File: src/rtl/lti_sample_sequencer.sv
// Sample-strobe driver for the state-space filter: paces input samples at a
// programmable period, collects the returned result and saturates it downstream.
module lti_sample_sequencer #(
  parameter int IW  = 16,
  parameter int OW  = 20,
  parameter int DW  = 16,
  parameter int PW  = 16,
  parameter int TMO = 64
) (
  input  logic          clk,
  input  logic          rst,
  input  logic          enable,
  input  logic [PW-1:0] period,
  input  logic          clr,
  input  logic [IW-1:0] s_data,
  input  logic          s_valid,
  output logic          s_ready,
  output logic          ce_in,
  output logic [IW-1:0] sig_in_1,
  input  logic          ce_out,
  input  logic [OW-1:0] sig_out_1,
  output logic [DW-1:0] m_data,
  output logic          m_valid,
  input  logic          m_ready,
  output logic          underrun,
  output logic          overrun,
  output logic          timeout,
  output logic          sat,
  output logic [7:0]    drop_cnt
);
  localparam int TW = $clog2(TMO + 1);
  localparam logic signed [OW-1:0] MAXV = {{(OW-DW+1){1'b0}}, {(DW-1){1'b1}}};
  localparam logic signed [OW-1:0] MINV = {{(OW-DW+1){1'b1}}, {(DW-1){1'b0}}};

  typedef enum logic [1:0] {IDLE, WAIT_TICK, ISSUE, WAIT_RET} state_t;
  state_t state, state_n;

  logic [PW-1:0] cnt, eff_m1;
  logic [TW-1:0] tmo_cnt;
  logic          tick, latch, und_set, ovr_set, tmo_set, capture;
  logic          hi, lo;
  logic [DW-1:0] sat_val;

  // >= rather than == so a period shrunk mid-run wraps at once instead of
  // running the counter all the way around.
  assign eff_m1 = (period < PW'(8)) ? PW'(7) : period - PW'(1);
  assign tick   = enable && (cnt >= eff_m1);
  assign ce_in  = (state == ISSUE);

  always_ff @(posedge clk) begin
    if (rst || !enable) cnt <= '0;
    else if (tick)      cnt <= '0;
    else                cnt <= cnt + PW'(1);
  end

  always_comb begin
    state_n = state;
    s_ready = 1'b0;
    latch   = 1'b0;
    und_set = 1'b0;
    ovr_set = 1'b0;
    tmo_set = 1'b0;
    capture = 1'b0;
    if (!enable) state_n = IDLE;
    else begin
      case (state)
        IDLE:      state_n = WAIT_TICK;
        WAIT_TICK: if (tick) begin
          s_ready = s_valid;
          latch   = s_valid;
          und_set = !s_valid;
          state_n = ISSUE;
        end
        ISSUE: begin
          ovr_set = tick;
          state_n = WAIT_RET;
        end
        WAIT_RET: begin
          ovr_set = tick;
          if (ce_out) begin
            capture = 1'b1;
            state_n = WAIT_TICK;
          end else if (tmo_cnt <= TW'(1)) begin
            tmo_set = 1'b1;
            state_n = WAIT_TICK;
          end
        end
        default: state_n = IDLE;
      endcase
    end
  end

  assign hi      = $signed(sig_out_1) > MAXV;
  assign lo      = $signed(sig_out_1) < MINV;
  assign sat_val = hi ? {1'b0, {(DW-1){1'b1}}} :
                   lo ? {1'b1, {(DW-1){1'b0}}} : sig_out_1[DW-1:0];

  always_ff @(posedge clk) begin
    if (rst) begin
      state    <= IDLE;
      tmo_cnt  <= '0;
      sig_in_1 <= '0;
      m_data   <= '0;
      m_valid  <= 1'b0;
      underrun <= 1'b0;
      overrun  <= 1'b0;
      timeout  <= 1'b0;
      sat      <= 1'b0;
      drop_cnt <= '0;
    end else begin
      state <= state_n;
      if (state == ISSUE)         tmo_cnt <= TW'(TMO);
      else if (state == WAIT_RET) tmo_cnt <= tmo_cnt - TW'(1);
      if (latch) sig_in_1 <= s_data;
      if (capture) begin
        m_valid <= 1'b1;
        m_data  <= sat_val;
      end else if (m_ready) m_valid <= 1'b0;
      if (clr) begin
        underrun <= 1'b0;
        overrun  <= 1'b0;
        timeout  <= 1'b0;
        sat      <= 1'b0;
        drop_cnt <= '0;
      end else begin
        underrun <= underrun | und_set;
        overrun  <= overrun | ovr_set;
        timeout  <= timeout | tmo_set;
        sat      <= sat | (capture & (hi | lo));
        if (capture && m_valid && !m_ready && drop_cnt != 8'hFF)
          drop_cnt <= drop_cnt + 8'd1;
      end
    end
  end
endmodule

File: config.mk
export PLATFORM = sky130hd
export DESIGN_NAME = lti_sample_sequencer
export DESIGN_NICKNAME = d
export VERILOG_FILES = /design/src/rtl/lti_sample_sequencer.sv
export SDC_FILE = /design/constraint.sdc
export NUM_CORES = 1
export LEC_CHECK = 0
export CAP_MARGIN = 5
export CORE_ASPECT_RATIO = 1.25
export CORE_MARGIN = 2
export CORE_UTILIZATION = 53
export CTS_BUF_LIST = sky130_fd_sc_hd__clkbuf_4
export CTS_CLUSTER_SIZE = 16
export DETAILED_ROUTE_END_ITERATION = 10
export HOLD_SLACK_MARGIN = 0.05
export MAX_ROUTING_LAYER = met4
export PLACE_DENSITY = 0.88
export SYNTH_ARGS = -nofsm -noshare
export SYNTH_HDL_FRONTEND = slang
export SYNTH_SLANG_ARGS = --single-unit
File: constraint.sdc
create_clock -name clk -period 7.2 [get_ports clk]
set_input_delay 0.72 -clock clk [delete_from_list [all_inputs] [get_ports clk]]
set_output_delay 0.72 -clock clk [all_outputs]
set_load 0.005 [all_outputs]
==> results.md <==
- Sw Pwr: 0.175 mW
- Critical path class: input port to primary output
- Post-DP HPWL: 6700 µm
- Setup Slack @ Placement: 1.63 ns
- Post-Layout Cell Count: 628
- Worst Path Max Fanout: 17
- FF-to-FF setup slack: 4.50 ns
- Drt total wl: 8650 µm
- Drt wl/cell: 13.8 µm
- Largest net degree at the start of global routing: 55
- Final Worst Setup Slack: 1.61 ns
- Finished Cell Area: 4960 µm²
- Setup TNS: 0 ns
- Layout cells sized above 1: 0.0483
- Die X-Extent: 78.9 µm
- Hold Vio Cnt, Final: 0
- Fmax: 179 MHz
- Row cnt: 34
- Worst setup SP type: input port
- Buffers added on ports: 105
- Setup crit end kind: primary output
- Initial DRC count: 123
- Min-Delay Endpoint: m_data[0]
- Clk sinks: 70
- Worst-Skew Late Latency: 0.41 ns
- Die Y: 97.6 µm
- Period utilization: 0.777
- CTS root buf: clkbuf_4
- Fin nets: 617
- CTS resizes: 0
- Switching part of the total: 0.234
- Post-DP Area: 4810 µm²
- Avg Cell Area, Syn: 8.55 µm²
- Via count: 3364
- Hold path start: m_data[0]
- Most frequent cells in the layout: clkdlybuf4s50_1 (105), dfxtp_1 (70), nand2_1 (50)
- Max-cap violations: 0
- Antenna Nets Post-Route: 0
- CTS H-tree lvls: 3
- CTS Buf Count: 9
- Starting Density: 0.539
- Core Region: 6890 µm²
- Max clock buf depth: 2
- P_int: 0.575 mW
- Hold Path Depth: 2
- Reg2Reg Launch Point: cnt[0]
- Fin Clk Skew: 0.0169 ns
- Most common cell after layout, fill and taps aside: clkdlybuf4s50_1
- Warnings, synthesis: 0
- Clock power frac: 0.368
- Mapped Nets: 518
- First-pass GRT wire length: 14500 µm
- P&R area growth vs syn: 33.6%
- Total leakage power: 1.81 nW
- Top cell type's share of synthesized area: 0.377
- P per Cell Area: 151 nW/µm²
- Final Max Tran Viols: 0
- Total global-route track usage: 0.239
- I/O Pins: 106
- Vias per std cell: 5.36
- Outcome: finished, final reports clean
- Die area: 7700 µm²
- Critical Path RT: 6.48 ns
- Synth area leaders: dfxtp_1 (38%), ha_1 (8.1%), nand2b_1 (6.6%)
- Syn Std Cell Area: 3720 µm²
- Sequential share of the synthesized area: 0.377
- Synthesized flop and latch total: 70
- Clock Pin Slew Worst Setup and Hold Paths: 0.12 ns
- CTS tree: yes
- Remaining Overflow, GRT: 0
- Sequential share of power: 0.522
- Core Util, Final: 0.720
- Count of different cell masters after synthesis: 43
- Placer Congestion: 0.831
- RSZ-0062 raised after global routing: false
- Initial antenna violation count: 0
- # setup viols final: 0
- Count of hold buffers inserted by post-cts repair: 0
- DP Cell Count: 613
- Vias in the first global route: 3402
- DRC: 0
- Peak supply drop: 0.0000772 V
- Largest area contributor in the netlist: dfxtp_1
- Worst Reg2Reg Path Length in Cells: 7
- RR Endpoint: cnt[6]
- Post-route minimum period: 5.59 ns
- Post-Syn Instances: 435
- Relative slew margins: 0.315
- Post-CTS setup buffers: 0
- Slew at the pin closest to its max-slew limit: 1.02 ns
- WP data arrival: 4.87 ns
- Combinational power share: 0.110
- Hold crit path type: flop to flop
- DRT Pass-1 Iters: 4
- Diode count: 0
power groups by stage:
stage,clock network [mW],registers [mW],logic [mW]
2_1_floorplan,0,0.400,0.0382
3_3_place_gp,0,0.401,0.0795
3_5_place_dp,0,0.401,0.0821
4_1_cts,0.282,0.392,0.0830
5_1_grt,0.297,0.393,0.0912
6_report,0.276,0.392,0.0827
registers in the layout (all words and copies together) (netlist names):
signal,count
cnt,16
drop_cnt,8
m_data,16
m_valid,1
overrun,1
sat,1
sig_in_1,16
state,2
timeout,1
tmo_cnt,7
underrun,1
worst max-delay path, stage by stage:
cell,delay (ns)
clkdlybuf4s50_1,0.45
or3_1,0.40
or2_1,0.23
or3_1,0.33
or3_1,0.54
nand2_1,0.14
ha_1,0.22
nand2b_1,0.14
a2111o_1,0.40
a31oi_1,0.46
a21oi_2,0.11
buf_4,0.25
clkdlybuf4s50_1,0.47
through the flow:
stage / power, mW / hold WS, ns
2_1_floorplan: 0.438 / 0.437
3_3_place_gp: 0.480 / 0.437
3_5_place_dp: 0.483 / 0.444
4_1_cts: 0.757 / 0.461
5_1_grt: 0.781 / 0.487
6_report: 0.751 / 0.457
cells in the mapped netlist (all sizes together):
cell,count
nor3,7
or2,3
o21ai,8
nor2b,3
nor4,4
xor2,22
o21ba,3
o41a,1
or4,2
nand4,9
and4,4
a31oi,3
nor2,44
and3,5
and2,2
nand2,50
clkbuf,14
a2111o,1
o211ai,15
nand3,10
o31ai,2
buf,5
a21oi,28
xnor2,13
inv,13
a211o,1
dfxtp,70
or3,6
and2b,1
nor4b,1
mux2i,18
ha,24
a211oi,2
a311oi,2
nand2b,39
layout make-up:
class | count | area (µm²)
fillers | 554 | 1930
clock buffers | 9 | 67.6
multi-input cells | 333 | 2180
well taps | 90 | 113
inverters | 13 | 48.8
flip-flops and latches | 70 | 1400
repair buffers | 107 | 1070
clock inverters | 6 | 87.6
how the worst max path moves through the flow:
stage,startpoint,to,slack (ns),depth (start not counted)
after CTS,period[11],s_ready,1.62,13
after global placement,period[8],s_ready,1.72,12
final,period[11],s_ready,1.61,13
after detailed placement,period[11],s_ready,1.63,13
after floorplan,period[9],s_ready,2.79,11
after global routing,period[11],s_ready,1.42,13
metal layers:
metal / track usage / vias to the layer above / routed length, µm
met5: - / - / 0
met4: 0.111 / 0 / 219
met3: 0.0502 / 19 / 484
met2: 0.431 / 106 / 4410
met1: 0.243 / 1544 / 3540
li1: - / 1695 / -
cells by family (layout without fill, tap and decap cells):
group | after synthesis | count (layout) | synth area share
fa+ha+maj | 24 | 24 | 0.0808
simple gates | 190 | 190 | 0.259
compound gates | 66 | 66 | 0.116
buf+inv | 32 | 135 | 0.0364
flops | 70 | 70 | 0.377
xor+xnor | 35 | 35 | 0.0825
mux | 18 | 18 | 0.0485
Power figures use the tool's default switching activity.
